[config.mk]
export PLATFORM = sky130hd
export DESIGN_NAME = line_follow_ctrl
export DESIGN_NICKNAME = d
export VERILOG_FILES = /design/src/rtl/line_follow_ctrl.sv
export SDC_FILE = /design/constraint.sdc
export NUM_CORES = 1
export LEC_CHECK = 0
export ABC_CLOCK_PERIOD_IN_PS = 2120
export CAP_MARGIN = 5
export CORE_ASPECT_RATIO = 0.75
export CORE_MARGIN = 10
export CORE_UTILIZATION = 50
export CTS_BUF_LIST = sky130_fd_sc_hd__clkbuf_8 sky130_fd_sc_hd__clkbuf_16
export CTS_CLUSTER_DIAMETER = 200
export DETAILED_ROUTE_END_ITERATION = 12
export HOLD_SLACK_MARGIN = 0.03
export MAX_ROUTING_LAYER = met4
export PLACE_DENSITY_LB_ADDON = 0.15
export SLEW_MARGIN = 20
export SYNTH_ARGS = -nofsm -noshare
export SYNTH_HDL_FRONTEND = slang
export SYNTH_SLANG_ARGS = --single-unit
[constraint.sdc]
create_clock -name clk -period 2.12 [get_ports clk]
set_input_delay 0.424 -clock clk [delete_from_list [all_inputs] [get_ports clk]]
set_output_delay 0.424 -clock clk [all_outputs]
set_load 0.02 [all_outputs]
[src/rtl/line_follow_ctrl.sv]
// rtl/line_follow_ctrl.sv - line follower steering FSM with sensor debounce and start-up hold
module line_follow_ctrl #(
    parameter int INIT_CYCLES = 80_000_000,
    parameter int DEB_CYCLES  = 50_000,
    parameter int LOST_STEPS  = 8
) (
    input  logic       clk,
    input  logic       rst_n,
    input  logic       l_ir,
    input  logic       r_ir,
    input  logic       step_clk,
    output logic       l_en,
    output logic       r_en,
    output logic [2:0] state,
    output logic       running
);
    localparam int IW = $clog2(INIT_CYCLES + 1);
    localparam int DW = $clog2(DEB_CYCLES + 1);
    localparam int LW = $clog2(LOST_STEPS + 1);

    typedef enum logic [2:0] {
        S_WAIT    = 3'd0,
        S_FWD     = 3'd1,
        S_STEER_L = 3'd2,
        S_STEER_R = 3'd3,
        S_LOST    = 3'd4,
        S_STOP    = 3'd5
    } state_t;

    localparam logic DIR_L = 1'b0;
    localparam logic DIR_R = 1'b1;

    // Bit 1 is the left sensor, bit 0 the right, so r_filt reads as the (l,r) pair.
    logic [1:0]    r_sync1, r_sync2, r_filt;
    logic [DW-1:0] r_deb_cnt [2];
    logic          r_step_d;
    logic [IW-1:0] r_init_cnt;
    logic [LW-1:0] r_lost_cnt;
    state_t        r_state;
    logic          r_last_dir;
    logic          r_l_en, r_r_en, r_running;

    state_t        w_state_nxt, w_tbl_state;
    logic          w_dir_nxt, w_tbl_dir;
    logic          w_l_en_nxt, w_r_en_nxt;
    logic          w_step_pulse;

    assign w_step_pulse = step_clk & ~r_step_d;

    always_ff @(posedge clk or negedge rst_n) begin
        if (!rst_n) begin
            r_sync1  <= '0;
            r_sync2  <= '0;
            r_filt   <= '0;
            r_step_d <= 1'b0;
            for (int i = 0; i < 2; i++) r_deb_cnt[i] <= '0;
        end else begin
            r_sync1  <= {l_ir, r_ir};
            r_sync2  <= r_sync1;
            r_step_d <= step_clk;
            for (int i = 0; i < 2; i++) begin
                if (r_sync2[i] == r_filt[i]) begin
                    r_deb_cnt[i] <= '0;
                end else if (r_deb_cnt[i] == DW'(DEB_CYCLES - 1)) begin
                    r_filt[i]    <= r_sync2[i];
                    r_deb_cnt[i] <= '0;
                end else begin
                    r_deb_cnt[i] <= r_deb_cnt[i] + 1'b1;
                end
            end
        end
    end

    always_comb begin
        w_tbl_state = S_LOST;
        w_tbl_dir   = r_last_dir;
        case (r_filt)
            2'b11:   w_tbl_state = S_FWD;
            2'b10: begin
                w_tbl_state = S_STEER_L;
                w_tbl_dir   = DIR_L;
            end
            2'b01: begin
                w_tbl_state = S_STEER_R;
                w_tbl_dir   = DIR_R;
            end
            default: w_tbl_state = S_LOST;
        endcase
    end

    always_comb begin
        w_state_nxt = r_state;
        w_dir_nxt   = r_last_dir;
        case (r_state)
            S_WAIT: begin
                if (r_init_cnt == IW'(INIT_CYCLES - 1)) w_state_nxt = S_FWD;
            end
            S_FWD, S_STEER_L, S_STEER_R: begin
                w_state_nxt = w_tbl_state;
                w_dir_nxt   = w_tbl_dir;
            end
            S_LOST: begin
                // A sensor seeing the line wins over a step pulse arriving on the same cycle.
                if (r_filt != 2'b00) begin
                    w_state_nxt = w_tbl_state;
                    w_dir_nxt   = w_tbl_dir;
                end else if (w_step_pulse && r_lost_cnt == LW'(LOST_STEPS - 1)) begin
                    w_state_nxt = S_STOP;
                end
            end
            S_STOP: begin
                if (r_filt != 2'b00) begin
                    w_state_nxt = w_tbl_state;
                    w_dir_nxt   = w_tbl_dir;
                end
            end
            default: w_state_nxt = S_WAIT;
        endcase

        w_l_en_nxt = 1'b0;
        w_r_en_nxt = 1'b0;
        case (w_state_nxt)
            S_FWD: begin
                w_l_en_nxt = 1'b1;
                w_r_en_nxt = 1'b1;
            end
            S_STEER_L: w_l_en_nxt = 1'b1;
            S_STEER_R: w_r_en_nxt = 1'b1;
            S_LOST: begin
                w_l_en_nxt = (w_dir_nxt == DIR_L);
                w_r_en_nxt = (w_dir_nxt == DIR_R);
            end
            default: begin
                w_l_en_nxt = 1'b0;
                w_r_en_nxt = 1'b0;
            end
        endcase
    end

    always_ff @(posedge clk or negedge rst_n) begin
        if (!rst_n) begin
            r_state    <= S_WAIT;
            r_last_dir <= DIR_L;
            r_init_cnt <= '0;
            r_lost_cnt <= '0;
            r_l_en     <= 1'b0;
            r_r_en     <= 1'b0;
            r_running  <= 1'b0;
        end else begin
            r_state    <= w_state_nxt;
            r_last_dir <= w_dir_nxt;
            r_l_en     <= w_l_en_nxt;
            r_r_en     <= w_r_en_nxt;
            if (r_state == S_WAIT && w_state_nxt == S_FWD) r_running <= 1'b1;
            if (r_state == S_WAIT && r_init_cnt != IW'(INIT_CYCLES - 1))
                r_init_cnt <= r_init_cnt + 1'b1;
            if (r_state != S_LOST)
                r_lost_cnt <= '0;
            else if (w_step_pulse && r_lost_cnt != LW'(LOST_STEPS))
                r_lost_cnt <= r_lost_cnt + 1'b1;
        end
    end

    assign l_en    = r_l_en;
    assign r_en    = r_r_en;
    assign state   = r_state;
    assign running = r_running;
endmodule

==> flow_metrics.env <==
export IMPL_routed_wl_mm=6.484
export IMPL_crit_path_start_kind="flop"
export IMPL_utilization_pct=60.02
export IMPL_htree_levels=3
export IMPL_grt_util_all_layers_pct=12.86
export IMPL_start_util_pct=52.40
export IMPL_finalPower_mw=3.035
export IMPL_synthMuxAreaShare_pct=1.275
export IMPL_register_area_mm2=0.001927
export IMPL_cp_max_fo=6
export IMPL_criticalPathCategory="reg -> reg"
export IMPL_synth_edf_count=0
export IMPL_synth_top_area_share_pct=53.07
export IMPL_seq_area_frac_synth_pct=53.07
export IMPL_synth_simple_gate_area_share_pct=25.26
export IMPL_required_ns=2.36
export IMPL_status="completed"
export IMPL_io_buffers=10
export IMPL_fp_dieArea_mm2=0.01111
export IMPL_setup_tns_ns=0
export IMPL_antenna_found_initial=0
export IMPL_setup_viol=0
export IMPL_cts_root_buf="clkbuf_8"
export IMPL_grt_pass1_wl_mm=11.34
export IMPL_peakVddDrop_mv=0.3367
export IMPL_synth_xor_area_share_pct=13.99
export IMPL_leakage_nw=1.898
export IMPL_clock_sinks=77
export IMPL_cts_path_max_buffers=2
export IMPL_nets=386
export IMPL_syn_to_final_growth_pct=14.54
export IMPL_path_buf_inv=0
export IMPL_grt_pass1_vias=2352
export IMPL_ys_warnings_count=0
export IMPL_critPathSlowestCell="or4b_4"
export IMPL_fill_cells=584
export IMPL_post_place_ws_ns=0.08410
export IMPL_period_minus_slack_ns=2.072
export IMPL_power_per_cell_area_mw_per_mm2=729.8
export IMPL_gr_total_overflow=0
export IMPL_yosysTopAreaCell="dfrtp_1"
export IMPL_final_setup_worst_slack_ns=0.04821
export IMPL_grt_max_degree=47
export IMPL_drive_gt1_share_pct=11.11
export IMPL_ys_types=44
export IMPL_syn_avg_cell_area_um2=10.56
export IMPL_die_y_um=93.80
export IMPL_drc=0
export IMPL_grt_setup_unrepaired="yes"
export IMPL_synthAdderAreaFrac_pct=2.757
export IMPL_diodes=0
export IMPL_die_width_um=118.4
export IMPL_slew_viol_final=0
export IMPL_path_cells="or4b_4 > nor4_4 > and4_4 > nor2_4 > mux2_4"
export IMPL_hold_violations=0
export IMPL_dr_pass1_iters=4
export IMPL_gp_congestion=0.7758
export IMPL_rr_worst_depth=5
export IMPL_synth_top_family_by_area="simple AND/OR/NAND/NOR gates"
export IMPL_critical_path_max_stage_delay_ns=0.53
export IMPL_ys_flop_type="dfrtp_1"
export IMPL_fmax_mhz=482.7
export IMPL_tritoncts="built"
export IMPL_core_rowCount=26
export IMPL_netlist_area_mm2=0.003631
export IMPL_skew_ns=0.006124
export IMPL_hp_class="reg -> reg"
export IMPL_ys_ff_latch=77
export IMPL_async_flop_share_pct=100.0
export IMPL_num_vias=2443
export IMPL_worstSetupEndpointType="flop"
export IMPL_drtIter0Drc=199
export IMPL_final_period_utilization_pct=97.73
export IMPL_wire_per_inst_um=13.62
export IMPL_core_mm2=0.006929
export IMPL_clk_latency_ns=0.35
export IMPL_syn_inst=344
export IMPL_tightest_slew_ns=0.4302
export IMPL_reg2reg_setup_slack_ns=0.05
export IMPL_io_pins=11
export IMPL_synthTopCellsByArea="dfrtp_1 53%, xor2_1 8.7%, xnor2_1 5.3%, nor2_1 4.5%, nand3_1 3.3%"
export IMPL_cp_depth=5
export IMPL_maxCapViolations=0
export IMPL_synth_compound_area_share_pct=1.585
export IMPL_drt_antenna_violating_nets=0
export IMPL_crit_arrival_ns=2.31
export IMPL_path_clk_slew_ns=0.08
export IMPL_syn_nets=357
export IMPL_multi_input_area_mm2=0.001648
export IMPL_worstHoldPathCells=0
export IMPL_dp_hpwl_mm=4.423
export IMPL_avgViaCountPerCell=5.132
export IMPL_slew_headroom_pct=71.10
export IMPL_crit_family="simple AND/OR/NAND/NOR gates"
export IMPL_numCtsBuffers=9
cell usage after synthesis, types with 2 or more instances:
master and instances:
and2_1 4, and3_1 5, and4_1 3, buf_4 2, clkbuf_2 2, dfrtp_1 77, ha_1 8, inv_1 8
mux2i_1 2, nand2_1 32, nand3_1 24, nand3b_1 4, nand4_1 11, nor2_1 44, nor2b_1 2, nor3_1 19
nor3b_1 3, nor4_1 4, nor4_4 2, nor4b_1 2, o21ai_0 2, or2_2 2, or3_1 4, or4_1 2
xnor2_1 22, xor2_1 36
routing by layer:
metal	track usage (%)	vias up	routed length [um]
met5	-	-	0
met4	3.651	0	29
met3	5.045	2	348
met2	16.68	49	2597
met1	17.91	1163	3509
li1	-	1229	-
report_power, final:
group | internal, mW | switching [mW] | total, mW
registers | 1.53 | 0.0430 | 1.57
clock network | 0.656 | 0.530 | 1.19
logic | 0.119 | 0.162 | 0.281
cell usage in the layout (no fill, tap or decap), types with 9 or more instances in the layout:
cell type,n
dfrtp_1,77
nor2_1,44
xor2_1,36
nand2_1,32
nand3_1,24
xnor2_1,22
nor3_1,19
buf_4,13
nand4_1,11
clkbuf_8,9
clkdlybuf4s50_1,9
final timing paths:
check / startpoint / end
worst max-delay path: r_init_cnt[21] / r_init_cnt[1]
worst min-delay path: r_sync1[0] / r_sync2[0]
worst max register to register: r_init_cnt[21] / r_init_cnt[1]
worst min register to register: r_sync1[0] / r_sync2[0]
max in group asynchronous: rst_n / r_deb_cnt[10]
min in group asynchronous: rst_n / r_deb_cnt[26]
cells by family (layout without fill, tap and decap cells):
group | after synthesis | in the layout
buffers and inverters | 15 | 48
AO/OA/AOI/OAI | 8 | 8
XOR/XNOR | 58 | 58
flip-flops | 77 | 77
multiplexers | 4 | 4
adder cells (fa/ha/maj) | 8 | 8
AND/OR/NAND/NOR | 174 | 175
sequential cells by signal (all words and copies together), names as in the netlist:
name and flops:
l_en 1, r_deb_cnt 32, r_en 1, r_filt 2, r_init_cnt 27, r_last_dir 1
r_lost_cnt 4, r_step_d 1, r_sync1 2, r_sync2 2, running 1, state 3
what timing repair did:
| item | 4_1_cts | 5_1_grt |
|---|---|---|
| hold buffers | 1 | 0 |
| setup buffers | 0 | 2 |
| hold endpoints to repair | 31 | 0 |
| endpoints found under the setup margin | 0 | 1 |
| gates resized for setup | 0 | 2 |
worst reg2reg max path, stage by stage (launching register included):
cell	delay (ns)
dfrtp_1	0.40
or4b_4	0.53
nor4_4	0.34
and4_4	0.36
nor2_4	0.05
mux2_4	0.29
through the flow:
stage	std cells	hold WS (ns)	instance area (um2)
after floorplan	344	0.1284	3631
after global placement	456	0.3382	3901
after detailed placement	456	0.3381	3901
after CTS	473	0.3604	4125
after global routing	476	0.3814	4159
final	476	0.3569	4159
final cells by class:
| class | count | share of cell area, % |
|---|---|---|
| sequential | 77 | 46.33 |
| multi-input combinational | 253 | 39.62 |
| timing repair buffer | 24 | 5.235 |
| clock buffer | 9 | 2.978 |
| tap | 98 | 2.948 |
| clock inverter | 7 | 2.166 |
| inverter | 8 | 0.7220 |
No activity file was read; power rests on OpenSTA's default activity.
